**config.mk**
```make
export PLATFORM = sky130hd
export DESIGN_NAME = alu_control_pipe
export DESIGN_NICKNAME = d
export VERILOG_FILES = /design/src/rtl/alu_control_pipe.sv
export SDC_FILE = /design/constraint.sdc
export NUM_CORES = 1
export LEC_CHECK = 0
export ABC_AREA = 1
export BUFFER_PORTS_ARGS = -buffer_cell sky130_fd_sc_hd__buf_2
export CAP_MARGIN = 15
export CORE_MARGIN = 2
export CORE_UTILIZATION = 40
export CTS_BUF_LIST = sky130_fd_sc_hd__clkbuf_4 sky130_fd_sc_hd__clkbuf_8 sky130_fd_sc_hd__clkbuf_16
export CTS_CLUSTER_SIZE = 28
export DETAILED_ROUTE_END_ITERATION = 16
export PLACE_DENSITY_LB_ADDON = 0.12
export SLEW_MARGIN = 25
export SYNTH_ARGS = -nofsm -noshare
export SYNTH_HDL_FRONTEND = slang
export SYNTH_SLANG_ARGS = --single-unit
```
**constraint.sdc**
```tcl
create_clock -name clk -period 0.9 [get_ports clk]
set_input_delay 0.09 -clock clk [delete_from_list [all_inputs] [get_ports clk]]
set_output_delay 0.09 -clock clk [all_outputs]
set_load 0.005 [all_outputs]
```
**src/rtl/alu_control_pipe.sv**
```systemverilog
// alu_control_pipe: registered, valid/ready ALU control decoder between ID and EX
// of the pipelined RV32I core. Decodes aluOp/funct7/funct3 into a 4-bit ALU code
// (zero-extended to CTRL_W) and flags unsupported encodings. Illegal encodings are
// passed through as ADD with the illegal flag set.
// Optional feature macro: MULDIV_EN -- adds M-extension decode and holds the stage
// in a WAIT state for MUL_LAT / DIV_LAT cycles before presenting the result.
module alu_control_pipe #(
  parameter int CTRL_W  = 4,
  parameter int MUL_LAT = 3,
  parameter int DIV_LAT = 8
) (
  input  logic              clk,
  input  logic              rst_n,
  input  logic              in_valid,
  output logic              in_ready,
  input  logic [1:0]        alu_op,
  input  logic [6:0]        funct7,
  input  logic [2:0]        funct3,
  output logic              out_valid,
  input  logic              out_ready,
  output logic [CTRL_W-1:0] alu_ctrl,
  output logic              illegal,
  output logic              busy
);

  localparam logic [3:0] C_AND  = 4'b0000;
  localparam logic [3:0] C_OR   = 4'b0001;
  localparam logic [3:0] C_ADD  = 4'b0010;
  localparam logic [3:0] C_XOR  = 4'b0011;
  localparam logic [3:0] C_SLL  = 4'b0100;
  localparam logic [3:0] C_SRL  = 4'b0101;
  localparam logic [3:0] C_SUB  = 4'b0110;
  localparam logic [3:0] C_SRA  = 4'b0111;
  localparam logic [3:0] C_SLT  = 4'b1000;
  localparam logic [3:0] C_SLTU = 4'b1001;

  localparam logic [6:0] F7_BASE = 7'b0000000;
  localparam logic [6:0] F7_ALT  = 7'b0100000;

  // Elaboration-time sanity checks on the configuration.
  if (CTRL_W < 4) begin : g_bad_ctrl_w
    $error("alu_control_pipe: CTRL_W must be >= 4");
  end
  if (MUL_LAT < 1 || DIV_LAT < 1) begin : g_bad_lat
    $error("alu_control_pipe: MUL_LAT and DIV_LAT must be >= 1");
  end

  typedef enum logic [1:0] {
    ST_EMPTY = 2'd0,
    ST_FULL  = 2'd1,
    ST_WAIT  = 2'd2
  } state_e;

  state_e            state_q;
  logic              out_valid_q;
  logic              busy_q;
  logic              illegal_q;
  logic [CTRL_W-1:0] alu_ctrl_q;

  logic [3:0]        dec_code_d;
  logic              dec_illegal_d;
  logic              accept;

`ifdef MULDIV_EN
  localparam int MAX_LAT = (MUL_LAT > DIV_LAT) ? MUL_LAT : DIV_LAT;
  localparam int CNT_W   = $clog2(MAX_LAT + 1);

  logic [CNT_W-1:0]  cnt_q;
  logic              dec_multi_d;
  logic [CNT_W-1:0]  dec_lat_d;
`endif

  // Base RV32I op selected by funct3 when funct7 carries no modifier.
  function automatic logic [3:0] base_code(input logic [2:0] f3);
    case (f3)
      3'b000:  base_code = C_ADD;
      3'b001:  base_code = C_SLL;
      3'b010:  base_code = C_SLT;
      3'b011:  base_code = C_SLTU;
      3'b100:  base_code = C_XOR;
      3'b101:  base_code = C_SRL;
      3'b110:  base_code = C_OR;
      default: base_code = C_AND;
    endcase
  endfunction

  // Combinational decode of the incoming fields; illegal encodings fall back to ADD.
  always_comb begin
    dec_code_d    = C_ADD;
    dec_illegal_d = 1'b0;
`ifdef MULDIV_EN
    dec_multi_d   = 1'b0;
    dec_lat_d     = '0;
`endif
    case (alu_op)
      2'b00: dec_code_d = C_ADD;
      2'b01: dec_code_d = C_SUB;
      2'b10: begin
        if (funct7 == F7_BASE) begin
          dec_code_d = base_code(funct3);
        end else if (funct7 == F7_ALT && funct3 == 3'b000) begin
          dec_code_d = C_SUB;
        end else if (funct7 == F7_ALT && funct3 == 3'b101) begin
          dec_code_d = C_SRA;
`ifdef MULDIV_EN
        end else if (funct7 == 7'b0000001) begin
          dec_multi_d = 1'b1;
          case (funct3)
            3'b000:  dec_code_d = 4'b1010;
            3'b001,
            3'b010,
            3'b011:  dec_code_d = 4'b1011;
            default: dec_code_d = {2'b11, funct3[1:0]};
          endcase
          dec_lat_d = funct3[2] ? CNT_W'(DIV_LAT - 1) : CNT_W'(MUL_LAT - 1);
`endif
        end else begin
          dec_illegal_d = 1'b1;
        end
      end
      default: begin
        case (funct3)
          3'b000: dec_code_d = C_ADD;
          3'b001: begin
            if (funct7 == F7_BASE) dec_code_d = C_SLL;
            else                   dec_illegal_d = 1'b1;
          end
          3'b101: begin
            if (funct7 == F7_BASE)     dec_code_d = C_SRL;
            else if (funct7 == F7_ALT) dec_code_d = C_SRA;
            else                       dec_illegal_d = 1'b1;
          end
          default: dec_code_d = base_code(funct3);
        endcase
      end
    endcase
  end

  assign in_ready = (state_q == ST_EMPTY) | ((state_q == ST_FULL) & out_ready);
  assign accept   = in_valid & in_ready;

  // Stage FSM: EMPTY/FULL hold a single result, WAIT counts down a multi-cycle op.
  always_ff @(posedge clk or negedge rst_n) begin
    if (!rst_n) begin
      state_q     <= ST_EMPTY;
      out_valid_q <= 1'b0;
      busy_q      <= 1'b0;
      alu_ctrl_q  <= '0;
      illegal_q   <= 1'b0;
`ifdef MULDIV_EN
      cnt_q       <= '0;
`endif
    end else begin
      case (state_q)
`ifdef MULDIV_EN
        ST_WAIT: begin
          if (cnt_q == '0) begin
            state_q     <= ST_FULL;
            out_valid_q <= 1'b1;
            busy_q      <= 1'b0;
          end else begin
            cnt_q <= cnt_q - 1'b1;
          end
        end
`endif
        default: begin
          if (accept) begin
            alu_ctrl_q <= CTRL_W'(dec_code_d);
            illegal_q  <= dec_illegal_d;
`ifdef MULDIV_EN
            if (dec_multi_d && dec_lat_d != '0) begin
              state_q     <= ST_WAIT;
              out_valid_q <= 1'b0;
              busy_q      <= 1'b1;
              cnt_q       <= dec_lat_d;
            end else
`endif
            begin
              state_q     <= ST_FULL;
              out_valid_q <= 1'b1;
              busy_q      <= 1'b0;
            end
          end else if (state_q == ST_FULL && out_ready) begin
            state_q     <= ST_EMPTY;
            out_valid_q <= 1'b0;
          end
        end
      endcase
    end
  end

  assign out_valid = out_valid_q;
  assign busy      = busy_q;
  assign alu_ctrl  = alu_ctrl_q;
  assign illegal   = illegal_q;

endmodule

```
# [After elaboration in Yosys (flattened, before gate mapping)]
# Index checks and enable logic that the tools add are counted.
[op_classes] eq_ne=10 n_mux=22 n_bitwise=3 reduce_logical=9
[op_table] cell="4-bit case mux with 7 select lines" n=1
[op_table] cell="4-bit case mux with 3 select lines" n=2
[op_table] cell="4-bit case mux with 4 select lines" n=1
[op_table] cell="3-bit 2-to-1 mux" n=5
[op_table] cell="3-bit equality test (second input constant)" n=3
[op_table] cell="1-bit 2-to-1 mux" n=8
[op_table] cell="7-bit by 6-bit equality test with 1-bit output (second input constant)" n=1
[op_table] cell="7-bit zero test" n=1
[op_table] cell="3-bit by 2-bit equality test with 1-bit output (second input constant)" n=2
[op_table] cell="2-bit by 1-bit equality test with 1-bit output (second input constant)" n=2
[op_table] cell="2-bit zero test" n=2
[op_table] cell="2-bit 2-to-1 mux" n=2
[op_table] cell="4-bit 2-to-1 mux" n=1
[op_table] cell="1-bit case mux with 2 select lines" n=2
[op_table] cell="3-bit by 1-bit equality test with 1-bit output (second input constant)" n=1
[op_table] cell="1-bit logical AND" n=3
[op_table] cell="3-bit zero test" n=1
[op_table] cell="1-bit AND" n=2
[op_table] cell="2-bit equality test (second input constant)" n=1
[op_table] cell="2-bit nonzero test" n=1
[op_table] cell="2-bit OR reduction" n=1
[op_table] cell="1-bit bitwise OR" n=1
[totals] reg_bits=8

# [Logic depth before layout (Yosys ltp)]
# Gate-level depths: netlist of run 1.
[logic_depth] depth_word=6 ltp_mapped=8 ltp_nobuf=8

# [Worst setup path after synthesis of run 1]
# Ideal clock, no wire load.
[synth_path] path_type="register to register" from="register state_q[0]" to="register alu_ctrl_q[2] (netlist: alu_ctrl[2])" setup_ps=120 arrival_ps=911 t_required_ps=780 path_slack_ps=-131 stages_incl_launch_ff=7 n_path_buf=0 synth_period_minus_slack_ps=1031 cell_sequence="dfrtp_1 > nand2_1 > nand2_4 > inv_2 > nand2_1 > nor2_1 > a21oi_2"
[synth_via] elab_chain_cells=4 word_cells_on_any_way=5 cone_classes="eq/ne (1); bitwise (3); reduce/logical (1)"
[synth_lines] element="start: declaration" line="54" source="state_e state_q;"
[synth_lines] element="start signal: assignment" line="145" source="state_q <= ST_EMPTY;"
[synth_lines] element="start signal: assignment" line="179" source="state_q <= ST_FULL;"
[synth_lines] element="start signal: assignment" line="184" source="state_q <= ST_EMPTY;"
[synth_lines] element="2-bit by 1-bit equality test with 1-bit output" line="139" source="assign in_ready = (state_q == ST_EMPTY) | ((state_q == ST_FULL) & out_ready);"
[synth_lines] element="1-bit AND" line="139"
[synth_lines] element="1-bit bitwise OR *" line="139"
[synth_lines] element="named net in_ready" line="15" source="output logic in_ready,"
[synth_lines] element="1-bit AND *" line="140" source="assign accept = in_valid & in_ready;"
[synth_lines] element="end signal: assignment" line="168" source="alu_ctrl_q <= CTRL_W'(dec_code_d);"
[synth_lines] element="end: declaration" line="58" source="logic [CTRL_W-1:0] alu_ctrl_q;"
# Mark *: on every way through the listed nets, which the timed path passes. The rest lies on a longest branch.
# A chain may end at the register's enable or synchronous reset.

# [Worst setup path after layout of run 1]
[layout_path] from="register state_q[0]" to="output port in_ready"
[layout_via] elab_chain_cells=3 word_cells_on_any_way=4 cone_classes="eq/ne (1); bitwise (2); reduce/logical (1)"
[layout_lines] element="2-bit by 1-bit equality test with 1-bit output" line="139"
[layout_lines] element="1-bit AND" line="139"
[layout_lines] element="1-bit bitwise OR *" line="139"
[layout_lines] element="end: declaration" line="15"
# Every way passes the cells marked *; elsewhere a longest branch is shown, timed or not.

==> metrics.txt, run 1 <==
io pins=24; GR Util met1=0.250; Area Overhead vs Synth=53.8%; via count=592; DIE HEIGHT=40.5 um; worst r2r src=state_q[0]$_DFFE_PN0P_; clk buf depth=2; Yosys warnings=0; Post-synth ARST share=1.00; Final Wtd Congestion=0.823; I/O Buffers=22; Max Fanout on Critical Path=2; sequential area share after synthesis=0.282; final hold violations=0; CTS tree=done; status=finished with violations; Critical Path RT=0.81 ns; CTS Root Cell=clkbuf_4; Worst Path Arrival=around 0.95 ns; TritonRoute pass-1 iters=4; Mapped Avg Cell Area=6.50 um^2; hold worst-path end=alu_ctrl[3]$_DFFE_PN0P_; Non-Filler Instances=around 130; Final Util=0.646; clk_lat worst skew=0.24 ns; post-layout min period=1.04 ns; M3 GR Usage=0.0833; antenna violations before repair=0; total clock buffers created by CTS=3; RSZ-0062 raised after global routing=true; Final WS setup=-0.141 ns; grt ovf=0; power per cell area=1090 mW/mm^2; Post-Synthesis Cell Area=533 um^2; ANT cells=0; Max Cap Violations=0; Worst Hold Class=in -> reg; reg2reg setup slack=-0.11 ns; Main synth FF type=dfrtp_1; flop and latch count out of synthesis=6; Worst setup SP type=flip-flop; Initial Util=0.420; fin nets=136; Post-Syn Nets=98; Pwr Total=between 0.8 and 0.9 mW; global-route wire length before repair=2.00 mm; Clock Skew=about 0.0002 ns; proportion of layout cells with a drive suffix above 1=0.525; final instance area=820 um^2; Synth area leaders=dfrtp_1 (28%), nand2_1 (14%), nor2_1 (9.2%), nor2_4 (6.3%), nand3_1 (5.6%); placed insts=127; peak supply drop=0.685 mV; die width=roughly 41 um; Placed Area=between 700 and 800 um^2; Reg clk slew, reported paths=about 0.050 ns; RR Endpoint=illegal$_DFFE_PN0P_; Leakage=0.431 nW; number of synthesized flops with an enable pin=0; Pins Over Slew Limit=0; failing checks=setup timing; Vias/cell=approximately 4.5; Final setup viols=7; GR peak layer=met2; Filler cells=115; commonest cells in the synthesized netlist=nand2_1 (20), nor2_1 (13), inv_1 (8), dfrtp_1 (6), nand3_1 (6); most frequent cell after synthesis=nand2_1; sum of net half-perimeters after detailed placement=1.07 mm; met2 global-route usage=0.294; core area=about 0.0013 mm^2; WL per Instance=10.2 um; FF-to-FF path depth=6; Detailed Route WL=1.35 mm; Setup CP Type=reg -> out; Synth top area share=0.282; largest net degree at the start of global routing=7; row cnt=13; # clock sinks=6; total track usage=0.188; hold_sp=alu_op[1]; DIE AREA=~0.0016 mm^2; Tcrit/Tclk final=1.16; Residual DRC=0; vias in the first global route=502; Hold Path Depth=3; initial DRC count=19; Setup TNS=-0.481 ns; CP Capture Type=primary output; Fmax=a little under 1 GHz; cell taking the most area after synthesis=dfrtp_1; cells after synthesis=82; H-tree lvl count=1; post-route ant nets=0; post-synth cell types=19
## per-layer routing
metal / vias to the layer above / wire, um / share of wire
li1: 328 / - / -
met1: 248 / 625 / 0.46
met4: 0 / 0 / 0
met5: - / 0 / 0
met2: 16 / 656 / 0.48
met3: 0 / 71 / 0.052
## worst max-delay path: stages (launching register included)
cell and delay, ns:
dfrtp_1 0.38, nand2_2 0.10, buf_6 0.13, buf_6 0.10
## logic make-up (layout without fill, tap and decap cells)
logic type,Yosys count,in the layout,synth area share
AOI/OAI and AO/OA,10,10,0.127
buffers and inverters,13,49,0.0986
DFF,6,6,0.282
other,1,1,0.00704
and+or+nand+nor,52,52,0.486
## cell usage in the layout (no fill, tap or decap), drive strengths merged
cell / Yosys / final
a21boi: 1 / 1
o21ai: 3 / 3
a21oi: 6 / 6
dlygate4sd3: 0 / 1
nand4: 2 / 2
nand3: 7 / 7
buf: 1 / 33
nand2: 25 / 25
clkbuf: 0 / 3
inv: 12 / 12
dfrtp: 6 / 6
conb: 1 / 1
nor2: 18 / 18
## area by class of cell
type                            instances  area (um^2)  share of cell area
Multi-Input combinational cell         63          354               0.432
Timing Repair Buffer                   34          224               0.273
Sequential cell                         6          150               0.183
Inverter                               12         50.0              0.0611
Clock buffer                            3         22.5              0.0275
Tap cell                               15         18.8              0.0229
## flip-flops by register name (all words and copies together), names as in the netlist
| register | flops |
|---|---|
| alu_ctrl | 4 |
| state_q | 1 |
| illegal | 1 |
## metrics by stage
stage	worst slack [ns]	hold slack (ns)
floorplan	-0.0446	-0.206
global placement	-0.0744	-0.0808
detailed placement	-0.0957	-0.0788
CTS	-0.122	0.150
global route	-0.175	0.186
finish	-0.141	0.158
## worst max-delay path by stage
stage                                start                 endpoint  slack (ns)  cells after the start
floorplan           state_q[0]$_DFFE_PN0P_  alu_ctrl[2]$_DFFE_PN0P_       -0.04                      6
global placement                 funct7[1]  alu_ctrl[1]$_DFFE_PN0P_       -0.07                      9
detailed placement               funct7[1]  alu_ctrl[1]$_DFFE_PN0P_        -0.1                      9
CTS                 state_q[0]$_DFFE_PN0P_                 in_ready       -0.12                      3
global route        state_q[0]$_DFFE_PN0P_                 in_ready       -0.17                      3
finish              state_q[0]$_DFFE_PN0P_                 in_ready       -0.14                      3
## timing repair
item	4_1_cts	5_1_grt
gates cloned	0	0
hold buffers	1	0
endpoints found under the setup margin	5	6
setup buffers	2	0
pin swaps	4	4
gates resized for setup	7	6
hold endpoints to repair	6	0
## where the power goes
part,internal [mW],total (mW),switching [mW],leakage [nW]
clock,0.151,0.253,0.102,0.0138
combinational,0.155,0.315,0.160,0.346
sequential,0.304,0.324,0.0198,0.0721
No activity file was read; power rests on OpenSTA's default activity.
==> run 2: changes to the inputs <==
Settings changed: CORE_MARGIN 2 to 3.
==> run 2 against run 1 <==
- the flow still finishes with violations (setup timing)
- design area grew 2.3%
- clock skew is 0.0050 ns higher
- die area rose by 10%
- global-route usage shrank 2.1 points
- highest routed layer is now met4
==> metrics.txt, run 2 (synthesis results as in run 1) <==
Top delay family on crit path=flip-flops; Max stage delay on crit path=0.39 ns (about the same); status=finished with violations; Leakage=0.446 nW (+3.3%); final hold violations=0 (unchanged); largest net degree at the start of global routing=7 (unchanged); via count=639 (+7.9%); Max Fanout on Critical Path=2 (unchanged); Worst setup SP type=flip-flop; placed insts=127 (unchanged); Non-Filler Instances=135 (+1.5%); Clock Skew=0.00518 ns (+0.00498 ns); Residual DRC=0 (unchanged); Max Cap Violations=0 (unchanged); TritonRoute pass-1 iters=4 (unchanged); sum of net half-perimeters after detailed placement=1.08 mm (+1.5%); Area Overhead vs Synth=57.3%; sequence of cells on the critical path=nand2_2 -> buf_6 -> buf_6; row cnt=12 (-1); Pins Over Slew Limit=0 (unchanged); WL per Instance=10.3 um (+1.4%); Buf/Inv on CP=2 (unchanged); DIE AREA=0.00181 mm^2 (+10%); Most common cell on crit path=buf_6; die width=42.5 um (+4.9%); Setup TNS=-0.309 ns (+0.172 ns); clk buf depth=2 (unchanged); post-route ant nets=0 (unchanged); Worst Hold Class=in -> reg; most frequent cells in the layout=buf_2 (21), nand2_1 (17), buf_4 (11), nor2_1 (10), inv_1 (8); Final setup viols=5 (-2); clk_lat worst skew=0.25 ns (about the same); fin nets=139 (+2.2%); Vias/cell=4.73 (+6.3%); antenna violations before repair=0 (unchanged); peak supply drop=0.912 mV (+33%); initial DRC count=16 (-3); Setup CP Type=reg -> out; proportion of layout cells with a drive suffix above 1=0.529 (+0.00350); Reg clk slew, reported paths=0.05 ns (about the same); core area=0.00117 mm^2 (-7.7%); grt ovf=0 (unchanged); # clock sinks=6 (unchanged); Tcrit/Tclk final=1.13 (-0.0260); global-route wire length before repair=2.26 mm (+13%); vias in the first global route=564 (+12%); total track usage=0.166 (-0.0211); I/O Buffers=22 (unchanged); most common cell after layout, fill and taps aside=buf_2; failing checks=setup timing; power per cell area=1090 mW/mm^2 (+0.25%); FF-to-FF path depth=6 (unchanged); CTS Root Cell=clkbuf_4; Filler cells=102 (-11%); DIE HEIGHT=42.5 um (+4.9%); ANT cells=0 (unchanged); H-tree lvl count=1 (unchanged); Detailed Route WL=1.39 mm (+2.9%); io pins=24 (unchanged); Final WS setup=-0.117 ns (+0.0234 ns); total clock buffers created by CTS=3 (unchanged); Critical Path RT=0.81 ns (about the same); critical path's slowest cell=dfrtp_1; Fmax=0.983 GHz (+2.3%); post-layout min period=1.02 ns (-0.0234 ns); RSZ-0062 raised after global routing=true; CP Depth=3 (unchanged); number of flip-flops in the largest register=4 (unchanged); Hold Path Depth=3 (unchanged); Final Wtd Congestion=0.797 (-3.1%); CP Capture Type=primary output; Worst Path Arrival=0.93 ns (-0.02 ns); Initial Util=0.455 (+0.0350); CTS tree=done
-- run 2: worst paths after layout --
check	from	endpoint	slack (ns)
max reg2reg	state_q[0]$_DFFE_PN0P_	alu_ctrl[2]$_DFFE_PN0P_	-0.06
min	alu_op[0]	alu_ctrl[3]$_DFFE_PN0P_	0.16
max in group asynchronous	rst_n	state_q[0]$_DFFE_PN0P_	0.55
max	state_q[0]$_DFFE_PN0P_	in_ready	-0.12
min in group asynchronous	rst_n	illegal$_DFFE_PN0P_	0.20
min reg2reg	alu_ctrl[1]$_DFFE_PN0P_	alu_ctrl[1]$_DFFE_PN0P_	0.47
-- run 2: through the flow --
| stage | cell area, um^2 | hold slack, ns | utilization | worst slack, ns | total power, mW |
|---|---|---|---|---|---|
| after floorplan | 538 | -0.206 | - | -0.0446 | 0.453 |
| after global placement | 733 | -0.0803 | 0.626 | -0.0655 | 0.593 |
| after detailed placement | 733 | -0.0769 | 0.626 | -0.0908 | 0.598 |
| after CTS | 813 | 0.153 | 0.694 | -0.120 | 0.897 |
| after global routing | 838 | 0.200 | 0.716 | -0.164 | 0.976 |
| final | 838 | 0.162 | 0.716 | -0.117 | 0.915 |
-- run 2: routing by layer --
| layer | wire length [um] | global-route usage | up-vias |
|---|---|---|---|
| li1 | - | - | 335 |
| met1 | 616 | 0.198 | 286 |
| met2 | 681 | 0.271 | 16 |
| met3 | 84 | 0.0687 | 2 |
| met4 | 10 | 0.0497 | 0 |
| met5 | 0 | 0 | - |
-- run 2: area by class of cell --
type,instances,area (um^2),area share
clock buffers,3,22.5,0.0269
inverters,12,50.0,0.0597
multi-input cells,63,355,0.424
flip-flops and latches,6,150,0.179
well taps,14,17.5,0.0209
repair buffers,37,243,0.290
-- run 2: repair_timing --
| item | in CTS | in global routing |
|---|---|---|
| gates cloned | 0 | 0 |
| setup endpoints to repair | 3 | 7 |
| hold buffers | 1 | 0 |
| hold endpoints to repair | 6 | 0 |
| pin swaps | 4 | 6 |
| setup buffers | 4 | 1 |
| resized for setup | 5 | 7 |
-- run 2: where the power goes --
group | switching, mW | total, mW | internal, mW
clock network | 0.108 | 0.259 | 0.152
registers | 0.0234 | 0.328 | 0.304
logic | 0.160 | 0.328 | 0.168
-- run 2: worst min-delay path, cell delays in order --
cell	delay (ns)
buf_2	0.12
nor2_1	0.05
o21ai_1	0.11
==> run 3: changes to the inputs <==
Settings changed: BUFFER_PORTS_ARGS -buffer_cell sky130_fd_sc_hd__buf_2 to default, CAP_MARGIN 15 to 20, DONT_BUFFER_PORTS from default to 1.
==> run 3 against run 2 <==
- hold slack worse by 0.17 ns
- die area unchanged
- combinational power down 44%
- via count down 18%
- routed wire length down 16%
- count of clock-buffer cells in the layout unchanged
- first-iteration DRC count down 31%
- the run ends with hold timing, setup timing left
- final cell count down 21%
- global-route usage down 2.5 points
- design area down 22%
- non-clock buffer count down 28
==> metrics.txt, run 3 (synthesis results as in run 1) <==
status=finished with violations; failing checks=hold timing, setup timing; final hold slack=-0.0120 ns (-0.174 ns); CTS tree=done; WL per Instance=10.9 um (+5.5%); Tcrit/Tclk final=1.04 (-0.0868); reg2reg setup slack=-0.04 ns (+0.02 ns); DIE AREA=0.00181 mm^2 (unchanged); post-layout min period=0.939 ns (-0.0781 ns); proportion of layout cells with a drive suffix above 1=0.376 (-0.153); TritonRoute pass-1 iters=4 (unchanged); Detailed Route WL=1.16 mm (-16%); Residual DRC=0 (unchanged); CTS Root Cell=clkbuf_4; Psw=0.221 mW (-24%); FF-to-FF path depth=5 (-1); Max Cap Violations=0 (unchanged); Worst setup SP type=flip-flop; internal power=0.537 mW (-14%); number of flip-flops in the largest register=4 (unchanged); Critical Path RT=1.07 ns (+0.26 ns); DIE HEIGHT=42.5 um (unchanged); total track usage=0.141 (-0.0253); RR Endpoint=alu_ctrl[3]$_DFFE_PN0P_; worst r2r src=state_q[0]$_DFFE_PN0P_; Hold-fix buffers, CTS=1 (unchanged); fin nets=111 (-20%); Final WS setup=-0.0392 ns (+0.0781 ns); hold worst-path end=state_q[0]$_DFFE_PN0P_; sum of net half-perimeters after detailed placement=1.00 mm (-7.4%); core area=0.00117 mm^2 (unchanged); Area Overhead vs Synth=22.1%; Logic pwr share=0.241 (-0.118); Sw Share=0.292 (-0.0265); # clock sinks=6 (unchanged); Hold Path Depth=2 (-1); post-CTS setup repair buffer count=0 (-4); Reg power frac=0.437 (+0.079); die width=42.5 um (unchanged); Initial Util=0.455 (unchanged); Setup CP Type=reg -> reg; via count=526 (-18%); Leakage=0.322 nW (-28%); I/O Buffers=0 (-100%); Max Fanout on Critical Path=6 (+4); Clock power frac=0.323 (+0.040); Pins Over Slew Limit=0 (unchanged); peak supply drop=0.798 mV (-13%); Clock Skew=0.000229 ns (-0.00495 ns); power per cell area=1170 mW/mm^2 (+6.8%); post-route ant nets=0 (unchanged); Final Wtd Congestion=0.795 (-0.23%); row cnt=12 (unchanged); initial DRC count=11 (-5); Filler cells=128 (+25%); clk_lat worst skew=0.24 ns (about the same); Worst Hold Class=in -> reg; largest net degree at the start of global routing=7 (unchanged); total clock buffers created by CTS=3 (unchanged); Placed Area=608 um^2 (-17%); FF+latch area=150 um^2 (unchanged); Non-Filler Instances=107 (-21%); vias in the first global route=488 (-13%); Fmax=1.06 GHz (+8.3%); Final setup viols=3 (-2); Multi-input gate area=343 um^2 (-3.5%); RSZ-0062 raised after global routing=true; ANT cells=0 (unchanged); final instance area=651 um^2 (-22%); antenna violations before repair=0 (unchanged); Vias/cell=4.92 (+3.9%); Worst Path Arrival=1.11 ns (+0.18 ns); most frequent cells in the layout=nand2_1 (16), nor2_1 (12), inv_1 (8), nand2_2 (8), buf_4 (8); placed insts=103 (-19%); H-tree lvl count=1 (unchanged); grt ovf=0 (unchanged); CP Capture Type=flip-flop; hold_sp=in_valid; io pins=24 (unchanged); Reg clk slew, reported paths=0.04 ns (about the same); final hold violations=1 (+1); global-route wire length before repair=1.94 mm (-14%); clk buf depth=2 (unchanged); most common cell after layout, fill and taps aside=nand2_1
-- run 3: changes by cell type in the layout (fill, tap and decap cells not counted) --
cell     change
inv_4        +1
nand2_2      +1
buf_2       -21
inv_6        -1
buf_6        -4
buf_4        -3
nand2_1      -1
nor2_4       -2
nor2_1       +2
-- run 3: cell type report --
type / instances / share of cell area
clock buffer: 3 / 0.0346
inverter: 12 / 0.0731
multi-input combinational: 63 / 0.527
sequential: 6 / 0.231
tap: 14 / 0.0269
timing repair buffer: 9 / 0.108
-- run 3: power groups by stage --
stage,registers (mW),clock network (mW),logic [mW]
after floorplan,0.329,0,0.123
after global placement,0.335,0,0.167
after detailed placement,0.336,0,0.168
after CTS,0.331,0.253,0.180
after global routing,0.336,0.277,0.208
final,0.331,0.245,0.183
-- run 3: what timing repair did --
item	CTS	global route
endpoints found under the setup margin	4	6
endpoints found under the hold margin	7	1
pin swaps	0	3
gates resized for setup	2	2
-- run 3: critical path, stage by stage (launching register included) --
cell and delay, ns:
dfrtp_1 0.38, nand2_2 0.09, nand2_4 0.08, inv_4 0.08, nand4_1 0.10, o21ai_1 0.14
-- run 3: per-layer routing --
layer	global-route usage	vias to the layer above	wire length [um]
met4	0.0186	0	0
met1	0.165	226	503
met5	0	-	0
met2	0.216	22	555
li1	-	278	-
met3	0.0987	0	105
-- run 3: how the worst max path moves through the flow --
| stage | slack (ns) | depth (start not counted) | startpoint | end |
|---|---|---|---|---|
| floorplan | -0.04 | 6 | state_q[0]$_DFFE_PN0P_ | alu_ctrl[2]$_DFFE_PN0P_ |
| finish | -0.04 | 5 | state_q[0]$_DFFE_PN0P_ | alu_ctrl[3]$_DFFE_PN0P_ |
| detailed placement | -0.06 | 6 | state_q[0]$_DFFE_PN0P_ | alu_ctrl[2]$_DFFE_PN0P_ |
| CTS | -0.04 | 6 | state_q[0]$_DFFE_PN0P_ | alu_ctrl[2]$_DFFE_PN0P_ |
| global route | -0.09 | 6 | state_q[0]$_DFFE_PN0P_ | alu_ctrl[2]$_DFFE_PN0P_ |
| global placement | -0.02 | 6 | state_q[0]$_DFFE_PN0P_ | alu_ctrl[2]$_DFFE_PN0P_ |
-- run 3: through the flow --
step,util,setup WS (ns),setup TNS [ns],hold WS [ns],power [mW]
4_1_cts,0.551,-0.0379,-0.0973,-0.0111,0.765
5_1_grt,0.556,-0.0892,-0.327,-0.0154,0.822
6_report,0.556,-0.0392,-0.0934,-0.0120,0.759
2_1_floorplan,-,-0.0446,-0.0446,-0.206,0.453
3_5_place_dp,0.519,-0.0569,-0.0849,-0.205,0.504
3_3_place_gp,0.519,-0.0188,-0.0355,-0.205,0.502
